<file path="config.mk">
export PLATFORM = sky130hd
export DESIGN_NAME = result_drain_packer
export DESIGN_NICKNAME = d
export VERILOG_FILES = /design/src/rtl/result_drain_packer.sv
export SDC_FILE = /design/constraint.sdc
export NUM_CORES = 1
export LEC_CHECK = 0
export BUFFER_PORTS_ARGS = -buffer_cell sky130_fd_sc_hd__buf_4
export CORE_ASPECT_RATIO = 0.7
export CORE_MARGIN = 2
export CORE_UTILIZATION = 48
export CTS_CLUSTER_SIZE = 25
export DETAILED_ROUTE_END_ITERATION = 10
export GPL_ROUTABILITY_DRIVEN = 0
export PLACE_DENSITY = 0.75
export SLEW_MARGIN = 15
export SYNTH_ARGS = -nofsm -noshare
export SYNTH_HDL_FRONTEND = slang
export SYNTH_SLANG_ARGS = --single-unit
</file>
<file path="constraint.sdc">
create_clock -name i_clk -period 2.7 [get_ports i_clk]
set_input_delay 0.675 -clock i_clk [delete_from_list [all_inputs] [get_ports i_clk]]
set_output_delay 0.675 -clock i_clk [all_outputs]
set_load 0.01 [all_outputs]
</file>
<file path="src/rtl/result_drain_packer.sv">
`timescale 1ns/1ps
// Drains per-tile result FIFOs round-robin and packs LANES results into one output word.
// A tile stays locked until its word is accepted; partial words are emitted only under flush.
module result_drain_packer #(
  parameter int NUM_TILES  = 4,
  parameter int DATA_WIDTH = 16,
  parameter int LANES      = 16,
  parameter int OUT_WIDTH  = LANES*DATA_WIDTH
) (
  input  logic                            i_clk,
  input  logic                            i_reset_n,
  input  logic [NUM_TILES-1:0]            i_fifo_empty,
  input  logic [NUM_TILES*DATA_WIDTH-1:0] i_fifo_rd_data,
  output logic [NUM_TILES-1:0]            o_fifo_rd_en,
  input  logic                            i_flush,
  output logic                            o_wr_valid,
  input  logic                            i_wr_ready,
  output logic [OUT_WIDTH-1:0]            o_wr_data,
  output logic [$clog2(NUM_TILES)-1:0]    o_wr_tile,
  output logic [$clog2(LANES):0]          o_wr_count,
  output logic                            o_busy,
  output logic [31:0]                     o_word_cnt
);
  localparam int TW = $clog2(NUM_TILES);
  localparam int CW = $clog2(LANES) + 1;

  typedef enum logic [1:0] {S_IDLE, S_FILL, S_EMIT} state_t;

  state_t                r_state;
  state_t                w_next;
  logic [TW-1:0]         r_rr_ptr;
  logic [TW-1:0]         r_tile;
  logic [TW-1:0]         w_pick;
  logic [TW-1:0]         w_idx;
  logic [CW-1:0]         r_issued;
  logic [CW-1:0]         r_captured;
  logic                  r_inflight;
  logic [OUT_WIDTH-1:0]  r_data;
  logic [31:0]           r_word_cnt;
  logic                  w_rd;
  logic                  w_full;
  logic                  w_flush;
  logic                  w_accept;
  logic [DATA_WIDTH-1:0] w_rd_data;

  // Walk offsets from the far end so the nearest non-empty tile after rr_ptr wins.
  always_comb begin
    w_pick = r_rr_ptr;
    w_idx  = r_rr_ptr;
    for (int i = NUM_TILES - 1; i >= 0; i--) begin
      w_idx = TW'((int'(r_rr_ptr) + i) % NUM_TILES);
      if (!i_fifo_empty[w_idx]) w_pick = w_idx;
    end
  end

  assign w_rd      = (r_state == S_FILL) && !i_fifo_empty[r_tile] && (r_issued < CW'(LANES));
  assign w_rd_data = i_fifo_rd_data[r_tile*DATA_WIDTH +: DATA_WIDTH];
  assign w_full    = r_inflight && (r_captured == CW'(LANES - 1));
  assign w_flush   = i_flush && !r_inflight && i_fifo_empty[r_tile] && (r_captured != '0);
  assign w_accept  = (r_state == S_EMIT) && i_wr_ready;

  always_ff @(posedge i_clk or negedge i_reset_n) begin
    if (!i_reset_n) r_state <= S_IDLE;
    else            r_state <= w_next;
  end

  always_comb begin
    w_next = r_state;
    case (r_state)
      S_IDLE:  if (!(&i_fifo_empty)) w_next = S_FILL;
      S_FILL:  if (w_full || w_flush) w_next = S_EMIT;
      S_EMIT:  if (i_wr_ready) w_next = S_IDLE;
      default: w_next = S_IDLE;
    endcase
  end

  always_comb begin
    o_fifo_rd_en = '0;
    if (w_rd) o_fifo_rd_en[r_tile] = 1'b1;
    o_wr_valid = (r_state == S_EMIT);
    o_busy     = (r_state != S_IDLE);
    o_wr_data  = (r_state == S_EMIT) ? r_data : '0;
    o_wr_tile  = (r_state == S_EMIT) ? r_tile : '0;
    o_wr_count = (r_state == S_EMIT) ? r_captured : '0;
    o_word_cnt = r_word_cnt;
  end

  always_ff @(posedge i_clk or negedge i_reset_n) begin
    if (!i_reset_n) begin
      r_rr_ptr   <= '0;
      r_tile     <= '0;
      r_issued   <= '0;
      r_captured <= '0;
      r_inflight <= 1'b0;
      r_data     <= '0;
      r_word_cnt <= '0;
    end else begin
      r_inflight <= w_rd;
      case (r_state)
        S_IDLE: begin
          if (w_next == S_FILL) begin
            r_tile     <= w_pick;
            r_issued   <= '0;
            r_captured <= '0;
            r_data     <= '0;
          end
        end
        S_FILL: begin
          if (w_rd) r_issued <= r_issued + 1'b1;
          // Read data arrives one cycle after its strobe, so capture trails issue by one.
          if (r_inflight) begin
            r_data[int'(r_captured)*DATA_WIDTH +: DATA_WIDTH] <= w_rd_data;
            r_captured <= r_captured + 1'b1;
          end
        end
        S_EMIT: begin
          if (w_accept) begin
            r_word_cnt <= r_word_cnt + 32'd1;
            r_rr_ptr   <= (r_tile == TW'(NUM_TILES - 1)) ? '0 : r_tile + 1'b1;
            r_data     <= '0;
          end
        end
        default: ;
      endcase
    end
  end

endmodule

</file>
After elaboration in Yosys (flattened, before gate mapping)
Index checks and enable logic that the tools add are counted.
{ "totals": {"reg_bits": 305, "out_inout_bits": 301, "inputBits": 72} }
{ "op_classes": {"shifts": 3, "addsub": 8, "mux": 35, "magnitude_cmp": 7, "n_eq_ne": 9, "n_reduce_logical": 22} }
{ "ops": {"columns": ["operator", "count"], "rows": [
  ["$mux 256", 4],
  ["$pmux 256 s3", 1],
  ["$bwmux 256", 1],
  ["$shift 16x33->256 const A", 1],
  ["$shiftx 16x33->256", 1],
  ["$shiftx 64x7->16", 1],
  ["$neg 9->33", 1],
  ["$add 32x1->32 const B", 1],
  ["$mux 5", 4],
  ["$pmux 5 s2", 2],
  ["$mux 2", 9],
  ["$lt 2x3->1 const B", 5],
  ["$add 5x1->5 const B", 2],
  ["$bmux 1 s2", 5],
  ["$logic_and 1x1->1", 8],
  ["$reduce_and 4->1", 2],
  ["$mux 1", 6],
  ["$ne 2x2->1 const B", 3],
  ["$pmux 2 s3", 1],
  ["$reduce_and 3->1", 2],
  ["$eq 5x4->1 const B", 1],
  ["$lt 5x5->1 const B", 1],
  ["$reduce_bool 5->1", 1],
  ["$add 2x1->2 const B", 2],
  ["13 further kinds", 19]
]} }

Logic depth before layout (Yosys ltp)
Gate-level depths: netlist of the first run.
{ "logic_depth": {"ltp_word": 10, "ltp_mapped": 12, "mapped_depth_nobuf": 10} }

Least setup slack after synthesis of the first run
Ideal clock, no wire load.
{ "synth_path": {"path_kind": "register to register", "startpoint": "register r_captured[0]", "endpoint": "register r_data[2]", "setup_ns": 0.119, "path_stages_with_launch": 13, "slack_ns": 0.135, "arrival_ns": 2.446, "path_cell_list": "dfrtp_1 > buf_6 > inv_1 > ha_1 > nor3b_1 > ha_1 > inv_1 > nand4_1 > or2_4 > a21o_4 > buf_6 > nand2_1 > o21ai_2"} }
{ "synth_via": {"elab_chain_len": 8, "elab_cells_between_ends": 16} }
{ "synth_rtl": {"columns": ["element", "line", "text"], "rows": [
  ["start, declared", "36", "logic [CW-1:0] r_captured;"],
  ["start signal, assigned", "113", "r_captured <= r_captured + 1'b1;"],
  ["branches (longest 8 deep; another with $neg 9->33)", null, null],
  ["end signal, assigned by index", "112", "r_data[int'(r_captured)*DATA_WIDTH +: DATA_WIDTH] <= w_rd_data;"],
  ["end, declared", "38", "logic [OUT_WIDTH-1:0] r_data;"]
]} }
Several ways; the timed one is not identified. The select of a mux whose other input is x is not followed.
A chain may end at the register's enable or synchronous reset.

Worst setup path in the final report of the first run
{ "layout_path": {"startpoint": "register r_tile[0]", "endpoint": "output o_fifo_rd_en[3]"} }
{ "layout_via": {"elab_chain_len": 6, "elab_cells_between_ends": 11} }
{ "layout_rtl": {"columns": ["element", "line", "text"], "rows": [
  ["start, declared", "32", "logic [TW-1:0] r_tile;"],
  ["start signal, assigned", "102", "r_tile <= w_pick;"],
  ["$bmux 1 s2", "56", "assign w_rd = (r_state == S_FILL) && !i_fifo_empty[r_tile] && (r_issued < CW'(LANES));"],
  ["$mux 1 (implied by the code)", "56", null],
  ["$logic_not 1->1", "56", null],
  ["$logic_and 1x1->1 (2 in a row)", "56", null],
  ["named net w_rd", "40", "logic w_rd;"],
  ["$mux 4", "79", "if (w_rd) o_fifo_rd_en[r_tile] = 1'b1;"],
  ["end, declared", "14", "output logic [NUM_TILES-1:0] o_fifo_rd_en,"]
]} }
The timed path passes the listed nets, and every way through them passes these cells. The select of a mux whose other input is x is not followed.

==> results.tsv, run 1 <==
metric	value	unit
post-layout util	65.4	%
Hold WC Path Type	input port to asynchronous set/reset pin	
Layout Area Growth over Synthesis	32.7	%
Vias	12100	
post-synthesis compound-gate area fraction	17.3	%
status	finished with violations	
setup TNS after final layout	-0.236	ns
post-synthesis simple-gate area fraction	20.2	%
CTS tree	done	
Num CTS Buffers	29	
reg2reg setup slack	0.03	ns
data required time of the worst path	2.03	ns
vias per cell	5.77	
Syn Inst Count	1313	
final setup vio count	4	
Peak Freq	361	MHz
WL/cell	22.1	um
grt met1 use	43.7	%
post-synthesis mux area share	2.97	%
Worst Tran Pin Value	0.967	ns
row cnt	52	
M2 GR Usage	43.9	%
Layout Nets	1789	
core area	0.0291	mm2
Worst Path Max Fanout	5	
EDFF count, synth	0	
PwrDens	751	mW/mm2
die width	211	um
Post-Syn Nets	1395	
I/O Pins	373	
CP Class	flop to output pin	
r2r startpoint	r_captured[1]	
adder-cell share of the synthesized area	0.870	%
die area	0.0314	mm2
CTS Sinks	305	
Async SR Flop Fraction	100	%
Clock Tree Root	clkbuf_16	
Seq cells post-synth	305	
Port-buffer cells	372	
ANT cells	0	
pre-CTS setup slack	-0.151	ns
failing checks	setup timing	
Die Ht	149	um
Post-DP Area	0.0179	mm2
WP data arrival	2.10	ns
RSZ-0062 raised after global routing	yes	
Final ANT Viol Nets	0	
dominant synthesized flop cell	dfrtp_1	
initial core utilization	49.3	%
hold_buf cts	0	
gr ovfl total	0	
Clk pin slew, worst setup/hold paths	0.06	ns
Period Utilization, post-route	103	%
final hold vios	0	
Clock Latency Late Sink	0.54	ns
Worst setup SP type	flop	
pin count of the biggest net entering global routing	69	
layout cell share with drive strength beyond 1	33.6	%
initial antenna violation count	0	
Avg Synthesized Cell Area	10.9	um2
area share of xor/xnor cells in the synthesized design	2.01	%
Layout Skew	0.00799	ns
largest family of logic cells by synthesized area	simple AND/OR/NAND/NOR gates	
first-pass GRT wire length	70.2	mm
mapped cell area	0.0144	mm2
FF-to-FF End	r_data[102]	
GR met3 Demand/Resource	5.35	%
Peak VDD IR	0.000640	V
number of distinct library cells after synthesis	64	
Slew Limit Fails	0	
maximum root-to-sink buffer count	3	
worst reg2reg path depth	9	
layer with the highest usage	met2	
# H-tree levels	1	
Seq/Total Area, Yosys	53.1	%
Period minus WS final	2.77	ns
GR Util All Layers	29.0	%
vias in the first global route	11800	
dpl hpwl	32.8	mm
Slew headroom	35.5	%
drt drc	0	
drt pass-1 iters	5	
drt first-iter violations	880	
P_leak	0.00933	uW
routed wire length	46.4	mm
Setup WS post-layout	-0.0701	ns
max-cap violations	0	
CP Capture Type	output pin	
Hold WS	0.0724	ns
Final Cell Area	0.0191	mm2
Ys Warns	0	
==> kinds of logic after synthesis <==
logic type / after synthesis
buffers and inverters: 110
multiplexers: 21
XOR/XNOR: 33
AND/OR/NAND/NOR: 537
flip-flops: 305
AO/OA/AOI/OAI: 297
adder cells (fa/ha/maj): 10
==> per-layer routing <==
layer | wire length (um) | vias up
met1 | 20700 | 6058
li1 | - | 5426
met5 | 0 | -
met3 | 3640 | 67
met2 | 21100 | 567
met4 | 892 | 0
==> layout make-up <==
class | instances | area, um2
Timing Repair inverter | 1 | 8.76
Multi-Input combinational cell | 898 | 6330
Inverter | 27 | 118
Sequential cell | 305 | 7630
Clock buffer | 34 | 785
Timing Repair Buffer | 445 | 3530
Tap cell | 378 | 473
Fill cell | 2286 | 10100
Clock inverter | 13 | 196
==> report_power, final <==
part / internal (uW) / switching, uW / leakage [uW] / total, uW
Combinational: 1570 / 3520 / 0.00460 / 5090
Sequential: 4790 / 184 / 0.00424 / 4970
Clock: 2530 / 1730 / 0.000486 / 4270
Total: 8890 / 5440 / 0.00933 / 14300
==> critical path, cell delays in order, from the launching register on <==
cell and delay, ns:
dfrtp_1 0.41, mux4_2 0.59, nor3_4 0.24, and2_1 0.18, buf_4 0.12
==> sequential cells by signal (all words and copies together), names as in the netlist <==
name and count:
r_state 2, r_issued 5, r_inflight 1, r_captured 5, r_rr_ptr 2, r_tile 2, r_data 256, o_word_cnt 32
==> how the worst max path moves through the flow <==
stage                         start               to  slack (ns)  depth (start not counted)
global placement    i_fifo_empty[2]      r_data[187]     -0.0009                          7
floorplan             r_captured[0]        r_data[2]        0.14                         12
global route              r_tile[0]  o_fifo_rd_en[3]       -0.16                          4
finish                    r_tile[0]  o_fifo_rd_en[3]       -0.07                          4
CTS                       r_tile[0]  o_fifo_rd_en[3]       -0.05                          4
detailed placement    r_captured[1]      r_data[185]       -0.15                          8
==> Yosys cell counts, drive strengths merged, types with 5 or more instances <==
| cell | n | area (um2) |
|---|---|---|
| dfrtp | 305 | 7630 |
| and2 | 250 | 1560 |
| nand2 | 135 | 507 |
| o2bb2ai | 128 | 1120 |
| a22o | 68 | 596 |
| nor2 | 61 | 272 |
| clkbuf | 45 | 169 |
| buf | 38 | 230 |
| nand3 | 37 | 190 |
| o21ai | 35 | 235 |
| inv | 27 | 101 |
| xnor2 | 26 | 228 |
| o22ai | 19 | 119 |
| mux4 | 17 | 383 |
| a2bb2o | 16 | 160 |
| and3 | 10 | 62.6 |
| ha | 10 | 125 |
| a21oi | 9 | 56.3 |
| nand4 | 9 | 62.6 |
| nor3 | 9 | 60.1 |
| nand2b | 8 | 50.1 |
| xor2 | 7 | 61.3 |
| and4 | 5 | 43.8 |
==> per-stage QoR <==
step / instances / total power, uW
6_report: 2101 / 14300
5_1_grt: 2101 / 14900
4_1_cts: 2101 / 14200
3_5_place_dp: 2048 / 9840
3_3_place_gp: 2048 / 9750
2_1_floorplan: 1313 / 7900
==> what timing repair did <==
action | CTS | global route
cloned | 3 | 0
setup buffers | 3 | 0
pin swaps | 1 | 2
endpoints found under the setup margin | 261 | 171
endpoints found under the hold margin | 0 | 0
resized for setup | 14 | 16
==> placed cells by master (no fill, tap or decap), types with 29 or more instances in the layout <==
cell type,synthesis,routed
buf_4,4,431
dfrtp_1,305,303
and2_1,250,247
nand2_1,135,129
o2bb2ai_1,128,128
a22o_1,68,68
nor2_1,46,46
nand3_1,36,36
clkbuf_16,0,29
Power figures use the tool's default switching activity.
==> inputs of run 2 (changes only) <==
--- a/config.mk
+++ b/config.mk
@@ -8,11 +8,11 @@
 export BUFFER_PORTS_ARGS = -buffer_cell sky130_fd_sc_hd__buf_4
 export CORE_ASPECT_RATIO = 0.7
 export CORE_MARGIN = 2
-export CORE_UTILIZATION = 48
+export CORE_UTILIZATION = 55
 export CTS_CLUSTER_SIZE = 25
 export DETAILED_ROUTE_END_ITERATION = 10
 export GPL_ROUTABILITY_DRIVEN = 0
-export PLACE_DENSITY = 0.75
+export PLACE_DENSITY = 0.82
 export SLEW_MARGIN = 15
 export SYNTH_ARGS = -nofsm -noshare
 export SYNTH_HDL_FRONTEND = slang
==> constraint.sdc (replaced) <==
create_clock -name i_clk -period 3.2 [get_ports i_clk]
set_input_delay 0.8 -clock i_clk [delete_from_list [all_inputs] [get_ports i_clk]]
set_output_delay 0.8 -clock i_clk [all_outputs]
set_load 0.01 [all_outputs]
==> results.tsv, run 2 (synthesized netlist as in run 1, its figures left out) <==
metric	value	unit
CP max stage delay	0.52	ns
drt pass-1 iters	5	
commonest non-fill, non-tap cells in the layout	buf_4 (405), dfrtp_1 (305), and2_1 (250), nand2_1 (132), o2bb2ai_1 (128)	
row cnt	49	
CP Capture Type	output pin	
Final ANT Viol Nets	0	
max-cap violations	0	
Slew Limit Fails	0	
data required time of the worst path	2.40	ns
Num CTS Buffers	29	
setup TNS after final layout	0	ns
Period Utilization, post-route	96.1	%
dpl hpwl	31.3	mm
status	completed	
grt met1 use	49.6	%
start point of the critical path	r_state[0]	
Clock Tree Root	clkbuf_16	
P_leak	0.00910	uW
pre-CTS setup slack	-0.0969	ns
Post CTS Setup Buffer Count	0	
r2r startpoint	r_captured[1]	
Hold WC Path Type	input port to asynchronous set/reset pin	
die area	0.0275	mm2
gr ovfl total	0	
ANT cells	0	
vias per cell	5.96	
Final Cell Area	0.0186	mm2
most used cell, CP	buf_4	
CP Class	flop to output pin	
die width	197	um
Largest Register	r_data	
CTS tree	done	
layer with the highest usage	met1	
RSZ-0062 raised after global routing	yes	
critical path's top delay family	buffers and inverters	
Largest register FFs	256	
CTS Sinks	305	
Peak Freq	325	MHz
Worst Path Max Fanout	54	
Period minus WS final	3.07	ns
# H-tree levels	1	
WP data arrival	2.27	ns
GR Util All Layers	31.4	%
Worst setup SP type	flop	
Clk pin slew, worst setup/hold paths	0.06	ns
slowest CP cell	dfrtp_1	
cell chain of the critical path	nand2b_1, clkinv_8, buf_4, and2_1, buf_4	
maximum root-to-sink buffer count	3	
final hold vios	0	
core area	0.0257	mm2
Peak VDD IR	0.000593	V
final setup vio count	0	
drt drc	0	
Worst Tran Pin Value	0.968	ns
most common cell after layout, fill and taps aside	buf_4	
Clock Latency Late Sink	0.54	ns
Setup WS post-layout	0.126	ns
initial core utilization	56.0	%
drt first-iter violations	997	
routed wire length	44.1	mm
Pwr Total	11700	uW
Layout Skew	0.00949	ns
Slew headroom	35.5	%
I/O Pins	373	
Layout Nets	1754	
first-pass GRT wire length	67.2	mm
GR met3 Demand/Resource	4.87	%
vias in the first global route	11300	
PwrDens	629	mW/mm2
Layout Area Growth over Synthesis	29.2	%
post-layout util	72.3	%
Port-buffer cells	372	
pin count of the biggest net entering global routing	83	
CP Buf/Inv Count	3	
Die Ht	139	um
Vias	12000	
M2 GR Usage	46.2	%
WL/cell	21.8	um
layout cell share with drive strength beyond 1	31.5	%
Post-DP Area	0.0175	mm2
initial antenna violation count	0	
run 2: cell types whose count changed in the layout (fill, tap and decap cells not counted), moves of 3 or more:
cell / delta
and2_1: +3
clkbuf_8: +3
clkinv_2: -3
buf_16: -3
and2_4: -3
buf_12: -3
nand2_1: +3
a21oi_2: +3
a21oi_4: -3
buf_4: -26
nand2_2: -3
run 2: power breakdown:
part           switching (uW)  internal, uW  total [uW]
Clock                    1460          2140        3600
Combinational            2830          1040        3880
Sequential                177          4040        4220
run 2: worst paths after layout:
path                                   to  slack (ns)  cells after the start
max reg2reg                    r_data[47]        0.13                      9
min reg2reg                   r_data[140]        0.47                      2
min in group i_clk            r_data[140]        0.47                      2
max                        o_wr_data[117]        0.13                      5
min                           r_data[156]        0.23                      1
max in group asynchronous  o_word_cnt[12]        2.10                      2
run 2: final cells by class:
| cell class | count | area (um2) |
|---|---|---|
| clock buffers | 39 | 833 |
| multi-input cells | 898 | 6270 |
| flip-flops and latches | 305 | 7630 |
| inverters | 27 | 114 |
| fillers | 1878 | 7120 |
| clock inverters | 10 | 160 |
| repair buffers | 411 | 3150 |
| well taps | 331 | 414 |
run 2: repair_timing:
action                                  CTS  global route
hold buffers                              0             0
endpoints found under the setup margin   19           108
hold endpoints to repair                  0             0
gates resized for setup                   1             7
run 2: through the flow:
step	cells	hold slack, ns
after floorplan	1313	0.430
after global placement	1972	0.445
after detailed placement	1972	0.453
after CTS	2021	0.242
after global routing	2021	0.261
final	2021	0.226
run 2: routing by layer:
| layer | up-vias | part of all wire, % |
|---|---|---|
| met5 | - | 0 |
| met4 | 0 | 1.8 |
| met3 | 70 | 8.2 |
| met2 | 573 | 45 |
| met1 | 6043 | 45 |
| li1 | 5351 | - |
==> inputs of run 3 (changes only) <==
--- a/config.mk
+++ b/config.mk
@@ -7,7 +7,6 @@
 export LEC_CHECK = 0
 export BUFFER_PORTS_ARGS = -buffer_cell sky130_fd_sc_hd__buf_4
 export CORE_ASPECT_RATIO = 0.7
-export CORE_MARGIN = 2
 export CORE_UTILIZATION = 55
 export CTS_CLUSTER_SIZE = 25
 export DETAILED_ROUTE_END_ITERATION = 10
==> results.tsv, run 3 (synthesized netlist as in run 1, its figures left out) <==
metric	value	unit
data required time of the worst path	2.40	ns
Peak VDD IR	0.000535	V
Clock Tree Root	clkbuf_16	
PwrDens	614	mW/mm2
Period minus WS final	3.10	ns
CTS tree	done	
GR Util All Layers	32.1	%
Peak Freq	323	MHz
max-cap violations	0	
Post-Layout Cell Count	2023	
Post-DP Area	0.0176	mm2
Worst setup SP type	flop	
pin count of the biggest net entering global routing	86	
RSZ-0062 raised after global routing	no	
core area	0.0257	mm2
Num CTS Buffers	29	
ANT cells	0	
first-pass GRT wire length	66.2	mm
FF-to-FF End	r_data[248]	
Layout Nets	1758	
drt drc	0	
final hold vios	0	
worst reg2reg path depth	10	
slowest CP cell	dfrtp_1	
Period Utilization, post-route	96.8	%
# H-tree levels	1	
CTS Sinks	305	
drt first-iter violations	1111	
initial antenna violation count	0	
Final ANT Viol Nets	0	
Reg area	0.00763	mm2
most common cell after layout, fill and taps aside	buf_4	
CP Class	flop to output pin	
Layout Skew	0.0153	ns
Port-buffer cells	372	
Hold WC Path Type	input port to asynchronous set/reset pin	
WP data arrival	2.30	ns
Worst Path Max Fanout	39	
maximum root-to-sink buffer count	3	
Setup WS post-layout	0.102	ns
status	completed	
end of the critical path	o_wr_data[226]	
final setup vio count	0	
Layout Area Growth over Synthesis	29.2	%
Cell Count Post-Placement	1973	
WL/cell	22.2	um
drt pass-1 iters	5	
Clock Latency Late Sink	0.55	ns
Vias	12100	
initial core utilization	56.0	%
Final Cell Area	0.0186	mm2
vias per cell	6.00	
pre-CTS setup slack	-0.108	ns
CP Capture Type	output pin	
die width	195	um
start point of the critical path	r_state[0]	
vias in the first global route	11300	
Worst Tran Pin Value	0.888	ns
CP max stage delay	0.48	ns
commonest non-fill, non-tap cells in the layout	buf_4 (404), dfrtp_1 (305), and2_1 (250), nand2_1 (130), o2bb2ai_1 (128)	
die area	0.0268	mm2
gr ovfl total	0	
Clk pin slew, worst setup/hold paths	0.07	ns
dpl hpwl	31.2	mm
I/O Pins	373	
cell chain of the critical path	nand2b_2, bufinv_16, buf_8, and2_1, buf_4	
layout cell share with drive strength beyond 1	31.6	%
reg2reg setup slack	0.23	ns
Largest register FFs	256	
Die Ht	137	um
Slew Limit Fails	0	
r2r startpoint	r_captured[0]	
Largest Register	r_data	
fill cell count	1847	
Slew headroom	40.8	%
post-layout util	72.3	%
setup TNS after final layout	0	ns
Multi-input gate area	0.00629	mm2
row cnt	49	
P_leak	0.00909	uW
routed wire length	44.8	mm
==> run 3: cell count changes in the layout (fill, tap and decap cells not counted), sizes merged <==
cell | before | now
clkinv | 6 | 4
inv | 26 | 29
clkbuf | 39 | 41
buf | 411 | 413
bufinv | 4 | 2
clkinvlp | 1 | 0
==> run 3: timing repair <==
item / in CTS / in global routing
buffers inserted: 0 / 1
resized for setup: 2 / 17
endpoints found under the setup margin: 59 / 294
pin swaps: 0 / 2
cloned: 0 / 2
hold buffers: 0 / 0
==> run 3: per-layer routing <==
metal	vias to the layer above	share of wire [%]	track usage (%)
met5	-	0	0
met4	0	1.9	6.65
met3	78	8.8	6.14
met2	623	45	48.7
met1	6061	44	48.4
li1	5368	-	-
==> run 3: report_power, final <==
| part | internal (uW) | total [uW] | switching, uW |
|---|---|---|---|
| sequential | 4040 | 4220 | 180 |
| clock | 1830 | 3270 | 1440 |
| combinational | 1070 | 3920 | 2840 |
| total | 6940 | 11400 | 4470 |
==> run 3: critical path, delay by kind of cell (launching register included) <==
| family | cells | cell delay, ns |
|---|---|---|
| buffers and inverters | 3 | 0.71 |
| DFF | 1 | 0.48 |
| and+or+nand+nor | 2 | 0.53 |
==> run 3: worst min path at each step <==
stage / slack, ns / from / to
3_5_place_dp: 0.45 / r_data[138] / r_data[138]
6_report: 0.27 / i_reset_n / r_data[90]
2_1_floorplan: 0.43 / r_data[128] / r_data[128]
3_3_place_gp: 0.44 / r_data[142] / r_data[142]
4_1_cts: 0.29 / i_reset_n / r_data[90]
5_1_grt: 0.32 / i_reset_n / r_data[155]
==> run 3: cell type report <==
cell class | instances | share of cell area, %
Sequential cell | 305 | 41.1
Clock buffer | 40 | 4.35
Timing Repair Buffer | 414 | 17.3
Clock inverter | 7 | 0.364
Tap cell | 331 | 2.23
Multi-Input combinational cell | 898 | 33.9
Inverter | 27 | 0.687
Timing Repair inverter | 1 | 0.0472
==> run 3: per-stage QoR <==
| step | hold WS, ns | power (uW) |
|---|---|---|
| floorplan | 0.430 | 6660 |
| global placement | 0.443 | 7930 |
| detailed placement | 0.452 | 8020 |
| CTS | 0.294 | 11300 |
| global route | 0.325 | 11800 |
| finish | 0.273 | 11400 |
